### src/rtl/axil_master_bridge_if.sv
// AXI4-Lite bus bundle between the request bridge (master) and the
// interconnect / memory side (slave). Widths follow the bridge parameters.
interface axil_master_bridge_if #(
    parameter int ADDR_WIDTH = 32,
    parameter int DATA_WIDTH = 32,
    parameter int STRB_WIDTH = DATA_WIDTH / 8
);
    // Write address channel
    logic [ADDR_WIDTH-1:0] awaddr;
    logic [2:0]            awprot;
    logic                  awvalid;
    logic                  awready;
    // Write data channel
    logic [DATA_WIDTH-1:0] wdata;
    logic [STRB_WIDTH-1:0] wstrb;
    logic                  wvalid;
    logic                  wready;
    // Write response channel
    logic [1:0]            bresp;
    logic                  bvalid;
    logic                  bready;
    // Read address channel
    logic [ADDR_WIDTH-1:0] araddr;
    logic [2:0]            arprot;
    logic                  arvalid;
    logic                  arready;
    // Read data channel
    logic [DATA_WIDTH-1:0] rdata;
    logic [1:0]            rresp;
    logic                  rvalid;
    logic                  rready;

    modport master (
        output awaddr, awprot, awvalid,
        input  awready,
        output wdata, wstrb, wvalid,
        input  wready,
        input  bresp, bvalid,
        output bready,
        output araddr, arprot, arvalid,
        input  arready,
        input  rdata, rresp, rvalid,
        output rready
    );

    modport slave (
        input  awaddr, awprot, awvalid,
        output awready,
        input  wdata, wstrb, wvalid,
        output wready,
        output bresp, bvalid,
        input  bready,
        input  araddr, arprot, arvalid,
        output arready,
        output rdata, rresp, rvalid,
        input  rready
    );
endinterface

### src/rtl/axil_master_bridge.sv
// Converts the core's single-outstanding request/response port into
// AXI4-Lite read/write transactions. One transaction in flight; a per-
// transaction timeout turns a hung slave into an error response.
// Every output comes straight from a register.
module axil_master_bridge #(
    parameter int ADDR_WIDTH     = 32,
    parameter int DATA_WIDTH     = 32,
    parameter int STRB_WIDTH     = DATA_WIDTH / 8,
    parameter int TIMEOUT_CYCLES = 1023
) (
    input  logic                  aclk,
    input  logic                  aresetn,

    input  logic                  req_valid,
    output logic                  req_ready,
    input  logic                  req_write,
    input  logic [ADDR_WIDTH-1:0] req_addr,
    input  logic [DATA_WIDTH-1:0] req_wdata,
    input  logic [STRB_WIDTH-1:0] req_wstrb,

    output logic                  resp_valid,
    output logic [DATA_WIDTH-1:0] resp_rdata,
    output logic                  resp_error,

    axil_master_bridge_if.master  m_axil
);

    // Timer is just wide enough to hold TIMEOUT_CYCLES; a value of 0 disables it.
    localparam int              TIMER_W     = (TIMEOUT_CYCLES < 2) ? 1 : $clog2(TIMEOUT_CYCLES + 1);
    localparam logic [TIMER_W-1:0] TIMER_LIMIT = TIMER_W'(TIMEOUT_CYCLES);
    localparam bit              TIMEOUT_EN  = (TIMEOUT_CYCLES != 0);

    typedef enum logic [2:0] {
        IDLE,
        WR_ADDR_DATA,
        WR_RESP,
        RD_ADDR,
        RD_DATA
    } state_t;

    state_t                state_reg;
    logic [ADDR_WIDTH-1:0] addr_reg;
    logic [DATA_WIDTH-1:0] wdata_reg;
    logic [STRB_WIDTH-1:0] wstrb_reg;
    logic                  awvalid_reg;
    logic                  wvalid_reg;
    logic                  arvalid_reg;
    logic                  bready_reg;
    logic                  rready_reg;
    logic                  aw_done_reg;
    logic                  w_done_reg;
    logic [TIMER_W-1:0]    timer_reg;
    logic                  req_ready_reg;
    logic                  resp_valid_reg;
    logic                  resp_error_reg;
    logic [DATA_WIDTH-1:0] resp_rdata_reg;

    // Handshakes completing at the coming edge.
    logic aw_hs;
    logic w_hs;
    logic ar_hs;
    logic b_hs;
    logic r_hs;
    logic timer_expired;

    assign aw_hs = awvalid_reg & m_axil.awready;
    assign w_hs  = wvalid_reg  & m_axil.wready;
    assign ar_hs = arvalid_reg & m_axil.arready;
    assign b_hs  = bready_reg  & m_axil.bvalid;
    assign r_hs  = rready_reg  & m_axil.rvalid;

    // The timer holds the count of elapsed busy edges minus one, so the abort
    // edge is exactly TIMEOUT_CYCLES edges after acceptance.
    assign timer_expired = TIMEOUT_EN && (state_reg != IDLE) &&
                           ((timer_reg + TIMER_W'(1)) == TIMER_LIMIT);

    // Request-side outputs.
    assign req_ready  = req_ready_reg;
    assign resp_valid = resp_valid_reg;
    assign resp_error = resp_error_reg;
    assign resp_rdata = resp_rdata_reg;

    // AXI-side outputs; address is shared by AW and AR since only one is ever live.
    assign m_axil.awaddr  = addr_reg;
    assign m_axil.awprot  = 3'b000;
    assign m_axil.awvalid = awvalid_reg;
    assign m_axil.wdata   = wdata_reg;
    assign m_axil.wstrb   = wstrb_reg;
    assign m_axil.wvalid  = wvalid_reg;
    assign m_axil.bready  = bready_reg;
    assign m_axil.araddr  = addr_reg;
    assign m_axil.arprot  = 3'b000;
    assign m_axil.arvalid = arvalid_reg;
    assign m_axil.rready  = rready_reg;

    // Transaction FSM: accepts a request, walks the AXI channels, and produces
    // a one-cycle response pulse on completion or timeout.
    always_ff @(posedge aclk) begin
        if (!aresetn) begin
            state_reg      <= IDLE;
            addr_reg       <= '0;
            wdata_reg      <= '0;
            wstrb_reg      <= '0;
            awvalid_reg    <= 1'b0;
            wvalid_reg     <= 1'b0;
            arvalid_reg    <= 1'b0;
            bready_reg     <= 1'b0;
            rready_reg     <= 1'b0;
            aw_done_reg    <= 1'b0;
            w_done_reg     <= 1'b0;
            timer_reg      <= '0;
            req_ready_reg  <= 1'b1;
            resp_valid_reg <= 1'b0;
            resp_error_reg <= 1'b0;
            resp_rdata_reg <= '0;
        end else begin
            resp_valid_reg <= 1'b0;

            case (state_reg)
                IDLE: begin
                    // req_ready is high throughout IDLE, so req_valid alone accepts.
                    if (req_valid) begin
                        addr_reg      <= req_addr;
                        wdata_reg     <= req_wdata;
                        wstrb_reg     <= req_wstrb;
                        req_ready_reg <= 1'b0;
                        timer_reg     <= '0;
                        aw_done_reg   <= 1'b0;
                        w_done_reg    <= 1'b0;
                        if (req_write) begin
                            state_reg   <= WR_ADDR_DATA;
                            awvalid_reg <= 1'b1;
                            wvalid_reg  <= 1'b1;
                        end else begin
                            state_reg   <= RD_ADDR;
                            arvalid_reg <= 1'b1;
                        end
                    end
                end

                WR_ADDR_DATA: begin
                    timer_reg <= timer_reg + TIMER_W'(1);
                    if (aw_hs) begin
                        awvalid_reg <= 1'b0;
                        aw_done_reg <= 1'b1;
                    end
                    if (w_hs) begin
                        wvalid_reg <= 1'b0;
                        w_done_reg <= 1'b1;
                    end
                    // Either channel may finish first, or both on the same edge.
                    if ((aw_done_reg || aw_hs) && (w_done_reg || w_hs)) begin
                        state_reg  <= WR_RESP;
                        bready_reg <= 1'b1;
                    end
                end

                WR_RESP: begin
                    timer_reg <= timer_reg + TIMER_W'(1);
                    if (b_hs) begin
                        state_reg      <= IDLE;
                        bready_reg     <= 1'b0;
                        req_ready_reg  <= 1'b1;
                        resp_valid_reg <= 1'b1;
                        resp_error_reg <= (m_axil.bresp != 2'b00);
                        resp_rdata_reg <= '0;
                    end
                end

                RD_ADDR: begin
                    timer_reg <= timer_reg + TIMER_W'(1);
                    if (ar_hs) begin
                        state_reg   <= RD_DATA;
                        arvalid_reg <= 1'b0;
                        rready_reg  <= 1'b1;
                    end
                end

                RD_DATA: begin
                    timer_reg <= timer_reg + TIMER_W'(1);
                    if (r_hs) begin
                        state_reg      <= IDLE;
                        rready_reg     <= 1'b0;
                        req_ready_reg  <= 1'b1;
                        resp_valid_reg <= 1'b1;
                        resp_error_reg <= (m_axil.rresp != 2'b00);
                        resp_rdata_reg <= (m_axil.rresp == 2'b00) ? m_axil.rdata : '0;
                    end
                end

                default: begin
                    state_reg <= IDLE;
                end
            endcase

            // A genuine B/R response on the expiry edge wins over the timeout.
            if (timer_expired && !(b_hs || r_hs)) begin
                state_reg      <= IDLE;
                awvalid_reg    <= 1'b0;
                wvalid_reg     <= 1'b0;
                arvalid_reg    <= 1'b0;
                bready_reg     <= 1'b0;
                rready_reg     <= 1'b0;
                timer_reg      <= '0;
                req_ready_reg  <= 1'b1;
                resp_valid_reg <= 1'b1;
                resp_error_reg <= 1'b1;
                resp_rdata_reg <= '0;
            end
        end
    end

endmodule
### src/flat_wrapper.sv
// flat-port wrapper written by rule: the top's interface ports become plain ports
module axil_master_bridge_flat 
#(
    parameter int ADDR_WIDTH     = 32,
    parameter int DATA_WIDTH     = 32,
    parameter int STRB_WIDTH     = DATA_WIDTH / 8,
    parameter int TIMEOUT_CYCLES = 1023
)
  (aclk, aresetn, req_valid, req_ready, req_write, req_addr, req_wdata, req_wstrb, resp_valid, resp_rdata, resp_error, m_axil_awaddr, m_axil_awprot, m_axil_awvalid, m_axil_awready, m_axil_wdata, m_axil_wstrb, m_axil_wvalid, m_axil_wready, m_axil_bresp, m_axil_bvalid, m_axil_bready, m_axil_araddr, m_axil_arprot, m_axil_arvalid, m_axil_arready, m_axil_rdata, m_axil_rresp, m_axil_rvalid, m_axil_rready);
  axil_master_bridge_if #(.ADDR_WIDTH(ADDR_WIDTH), .DATA_WIDTH(DATA_WIDTH), .STRB_WIDTH(STRB_WIDTH)) m_axil_i ();
  input  logic aclk;
  input  logic aresetn;
  input  logic req_valid;
  output logic req_ready;
  input  logic req_write;
  input  logic [ADDR_WIDTH-1:0] req_addr;
  input  logic [DATA_WIDTH-1:0] req_wdata;
  input  logic [STRB_WIDTH-1:0] req_wstrb;
  output logic resp_valid;
  output logic [DATA_WIDTH-1:0] resp_rdata;
  output logic resp_error;
  output wire logic [$bits(m_axil_i.awaddr)-1:0] m_axil_awaddr;
  output wire logic [$bits(m_axil_i.awprot)-1:0] m_axil_awprot;
  output wire logic [$bits(m_axil_i.awvalid)-1:0] m_axil_awvalid;
  input wire logic [$bits(m_axil_i.awready)-1:0] m_axil_awready;
  output wire logic [$bits(m_axil_i.wdata)-1:0] m_axil_wdata;
  output wire logic [$bits(m_axil_i.wstrb)-1:0] m_axil_wstrb;
  output wire logic [$bits(m_axil_i.wvalid)-1:0] m_axil_wvalid;
  input wire logic [$bits(m_axil_i.wready)-1:0] m_axil_wready;
  input wire logic [$bits(m_axil_i.bresp)-1:0] m_axil_bresp;
  input wire logic [$bits(m_axil_i.bvalid)-1:0] m_axil_bvalid;
  output wire logic [$bits(m_axil_i.bready)-1:0] m_axil_bready;
  output wire logic [$bits(m_axil_i.araddr)-1:0] m_axil_araddr;
  output wire logic [$bits(m_axil_i.arprot)-1:0] m_axil_arprot;
  output wire logic [$bits(m_axil_i.arvalid)-1:0] m_axil_arvalid;
  input wire logic [$bits(m_axil_i.arready)-1:0] m_axil_arready;
  input wire logic [$bits(m_axil_i.rdata)-1:0] m_axil_rdata;
  input wire logic [$bits(m_axil_i.rresp)-1:0] m_axil_rresp;
  input wire logic [$bits(m_axil_i.rvalid)-1:0] m_axil_rvalid;
  output wire logic [$bits(m_axil_i.rready)-1:0] m_axil_rready;
  assign m_axil_awaddr = m_axil_i.awaddr;
  assign m_axil_awprot = m_axil_i.awprot;
  assign m_axil_awvalid = m_axil_i.awvalid;
  assign m_axil_i.awready = m_axil_awready;
  assign m_axil_wdata = m_axil_i.wdata;
  assign m_axil_wstrb = m_axil_i.wstrb;
  assign m_axil_wvalid = m_axil_i.wvalid;
  assign m_axil_i.wready = m_axil_wready;
  assign m_axil_i.bresp = m_axil_bresp;
  assign m_axil_i.bvalid = m_axil_bvalid;
  assign m_axil_bready = m_axil_i.bready;
  assign m_axil_araddr = m_axil_i.araddr;
  assign m_axil_arprot = m_axil_i.arprot;
  assign m_axil_arvalid = m_axil_i.arvalid;
  assign m_axil_i.arready = m_axil_arready;
  assign m_axil_i.rdata = m_axil_rdata;
  assign m_axil_i.rresp = m_axil_rresp;
  assign m_axil_i.rvalid = m_axil_rvalid;
  assign m_axil_rready = m_axil_i.rready;
  axil_master_bridge #(.ADDR_WIDTH(ADDR_WIDTH), .DATA_WIDTH(DATA_WIDTH), .STRB_WIDTH(STRB_WIDTH), .TIMEOUT_CYCLES(TIMEOUT_CYCLES)) u_core (.aclk(aclk), .aresetn(aresetn), .req_valid(req_valid), .req_ready(req_ready), .req_write(req_write), .req_addr(req_addr), .req_wdata(req_wdata), .req_wstrb(req_wstrb), .resp_valid(resp_valid), .resp_rdata(resp_rdata), .resp_error(resp_error), .m_axil(m_axil_i));
endmodule
### config.mk
export PLATFORM = sky130hd
export DESIGN_NAME = axil_master_bridge_flat
export DESIGN_NICKNAME = d
export VERILOG_FILES = /design/src/rtl/axil_master_bridge_if.sv /design/src/rtl/axil_master_bridge.sv /design/src/flat_wrapper.sv
export SDC_FILE = /design/constraint.sdc
export NUM_CORES = 1
export LEC_CHECK = 0
export BUFFER_PORTS_ARGS = -buffer_cell sky130_fd_sc_hd__buf_2
export CORE_UTILIZATION = 42
export DETAILED_ROUTE_END_ITERATION = 8
export PLACE_DENSITY = 0.75
export SETUP_SLACK_MARGIN = 0.5
export SYNTH_ARGS = -nofsm -noshare
export SYNTH_HDL_FRONTEND = slang
export SYNTH_SLANG_ARGS = --single-unit
### constraint.sdc
create_clock -name aclk -period 2.2 [get_ports aclk]
set_input_delay 0.11 -clock aclk [delete_from_list [all_inputs] [get_ports aclk]]
set_output_delay 0.11 -clock aclk [all_outputs]
set_load 0.005 [all_outputs]
==> results.yml <==
status:
  status: "finished clean"
logic_synthesis:
  synth-async-reset-ratio_pct: 0
  synth_edf_count: 0
  syn_avg_cell_area_um2: 7.936
  ys_seq_area_share_pct: 45.43
  ys_warn_count: 0
  ys.flop_type: "dfxtp_1"
  synth_cell_type_count: 51
  syn_inst: 683
  ys_seq_elements: 123
  syn_area_um2: 5420
pwr:
  combinationalPowerShare_pct: 21.5
  power_mw: 7.064
  leakagePower_nw: 4.063
  p_clk_share_pct: 43.1
  swShare_pct: 28.49
  p_int_mw: 5.051
  peakVddDrop_mv: 0.6684
  p_seq_share_pct: 35.4
  switching_power_mw: 2.013
  pwr_density_cell_nw_per_um2: 800.0
sta:
  fin_crit_ns: 1.910
  slew_headroom_pct: 51.88
  timing.final.crit_share_pct: 86.83
  holdWs_ns: 0.02297
  setup_ws_ns: 0.2898
  max_freq_mhz: 523.5
  skew_ns: 0.01083
  final-setup-viol-count: 0
  slew_viol_final: 0
  hold_violations: 0
  rsz0062_at_grt: "true"
  tns_ns: 0
  worst_slew_pin_slew_ns: 0.7219
route:
  detail_route.wl_per_cell_um: 16.48
  drt_pass1_iterations: 8
  vias_per_cell: 5.238
  wl_um: 19850
  route.detailed.drc: 0
  drt-initial-drc-count: 465
  postRouteAntennaNets: 0
  num_vias: 6306
cts:
  cts-buffers-inserted: 17
  clk_latency_ns: 0.42
  clockBufferDepth: 2
  tritoncts: "built"
  h-tree-depth: 4
  cts_root_buffer: "clkbuf_16"
  clk_pin_slew_ns: 0.06
  cts_sinks: 123
global_route:
  grt_max_degree: 71
  track_usage_pct: 28.97
  grt_pass1_wl_um: 29500
  grt_pass1_vias: 5924
  antenna_found_initial: 0
  grt-ovfl-total: 0
final_layout:
  drive_above_1_share_pct: 37.69
  layout.nets: 1134
  fill_cells: 874
  area_growth_pct: 62.90
  fin_util_pct: 69.97
  antennaDiodeCount: 0
setup_path:
  cp-end-kind: "register"
  crit_start: "u_core.timer_reg[1]$_SDFFE_PP0P_"
  r2r_setup_slack_ns: 0.29
  path_class: "register to register"
  cp.arrival_ns: 2.26
  endpoint: "u_core.resp_rdata[12]$_SDFFE_PP0P_"
  r2r-start: "u_core.timer_reg[1]$_SDFFE_PP0P_"
  rr_worst_depth: 8
  timing.rr.end: "u_core.resp_rdata[12]$_SDFFE_PP0P_"
  crit_required_ns: 2.55
  path_max_fanout: 8
  start_kind: "register"
worst_hold_path:
  hold_path_class: "input port to register"
floorplanning:
  core_area_um2: 12620
  chipWidth_um: 115.6
  num_rows: 41
  io_pins: 259
  die_area_um2: 13360
  die_h_um: 115.6
  initial_utilization_pct: 42.95
placed_design:
  gp_congestion: 0.8427
  portBuffers: 252
  dp_slack_ns: 0.2234
  dpl.hpwl_um: 10610
run:
  cap_violations: 0
==> worst min-delay path by stage <==
stage	from	endpoint	slack, ns	depth (start not counted)
floorplan	req_wdata[0]	u_core.m_axil.wdata[0]$_SDFFE_PN0P_	0.25	2
global placement	req_wdata[10]	u_core.m_axil.wdata[10]$_SDFFE_PN0P_	0.35	3
detailed placement	req_addr[16]	u_core.m_axil.araddr[16]$_SDFFE_PN0P_	0.35	3
finish	req_wdata[30]	u_core.m_axil.wdata[30]$_SDFFE_PN0P_	0.02	3
CTS	req_wdata[30]	u_core.m_axil.wdata[30]$_SDFFE_PN0P_	0.004	3
global route	req_wdata[30]	u_core.m_axil.wdata[30]$_SDFFE_PN0P_	0.02	3
==> critical path: stages, from the launching register on <==
cell and delay, ns:
dfxtp_4 0.37, ha_4 0.15, a21oi_2 0.03, o311a_1 0.28, a211o_1 0.28, a31oi_4 0.22
buf_6 0.19, buf_16 0.13, a21boi_2 0.18
==> power groups by stage <==
stage	Clock (mW)	Combinational [mW]	Sequential (mW)
after floorplan	0	0.737	2.54
after global placement	0	1.17	2.53
after detailed placement	0	1.18	2.54
after CTS	3.06	1.44	2.49
after global routing	3.17	1.65	2.52
final	3.05	1.52	2.50
==> kinds of logic (layout without fill, tap and decap cells) <==
| logic type | after synthesis | count (layout) | share of synthesized area [%] |
|---|---|---|---|
| flip-flops | 123 | 123 | 45.43 |
| AND/OR/NAND/NOR | 295 | 295 | 24.12 |
| XOR/XNOR | 3 | 3 | 0.4849 |
| other | 1 | 6 | 0.06919 |
| adder cells (fa/ha/maj) | 2 | 2 | 0.4616 |
| buffers and inverters | 97 | 441 | 10.25 |
| AO/OA/AOI/OAI | 162 | 162 | 19.18 |
==> metrics by stage <==
stage	cells	area, um2
after floorplan	688	5500
after global routing	1204	8830
after global placement	1044	6660
after CTS	1199	8692
after detailed placement	1044	6660
final	1204	8830
==> cell type report <==
class                   count  area (um2)  area share, %
repair buffers            402        2859          32.38
multi-input cells         468        2600          29.45
flip-flops and latches    123        2484          28.13
clock buffers              20       456.7          5.172
well taps                 172       215.2          2.437
clock inverters            12       185.2          2.097
inverters                   7       30.03         0.3401
==> cells in the final DEF (no fill, tap or decap), types with 5 or more instances in the layout <==
cell type / count
buf_2: 252
nand2_1: 190
dfxtp_1: 114
dlygate4sd3_1: 102
a21oi_1: 88
nand3_1: 38
buf_4: 28
clkbuf_16: 19
a21boi_1: 18
a21boi_2: 17
nor2_1: 15
o21ai_0: 9
a31oi_1: 9
and3_1: 7
buf_6: 7
nor3_1: 6
conb_1: 6
nor2b_1: 5
buf_16: 5
dfxtp_2: 5
==> synthesized netlist by cell type, drive strengths merged (2+ instances only) <==
library cell,instances,share of area [%]
a41oi,2,0.32
dfxtp,123,45
nor2,19,1.3
o211ai,2,0.28
nor2b,6,0.69
nand3,40,3.7
o221ai,2,0.32
nor3b,4,0.83
inv,7,0.48
and3,7,0.81
a211o,2,0.32
a21boi,35,5.5
nor3,9,0.83
nand4,3,0.46
buf,51,7.1
ha,2,0.46
o211a,3,0.55
xnor2,2,0.32
and2,2,0.23
clkbuf,39,2.7
nor4b,2,0.60
nor4,3,0.35
nand2,193,13
a21oi,89,8.2
a31oi,10,1.4
a41o,2,0.37
o21ai,9,0.83
==> metal layers <==
| metal | share of wire, % | routed length, um | global-route usage, % | vias up |
|---|---|---|---|---|
| li1 | - | - | - | 2950 |
| met4 | 3.4 | 683 | 14.63 | 0 |
| met5 | 0 | 0 | 0 | - |
| met3 | 8.5 | 1690 | 9.571 | 62 |
| met2 | 49 | 9822 | 49.42 | 342 |
| met1 | 39 | 7650 | 32.31 | 2952 |
==> timing repair <==
item                                   CTS  global route
hold buffers                           102             0
cloned                                   5             2
buffers inserted                        16             3
resized for setup                       35            21
pin swaps                                6             3
endpoints found under the hold margin  103             0
setup endpoints to repair              112           114
Note: power is estimated with default switching activity, not from simulation.
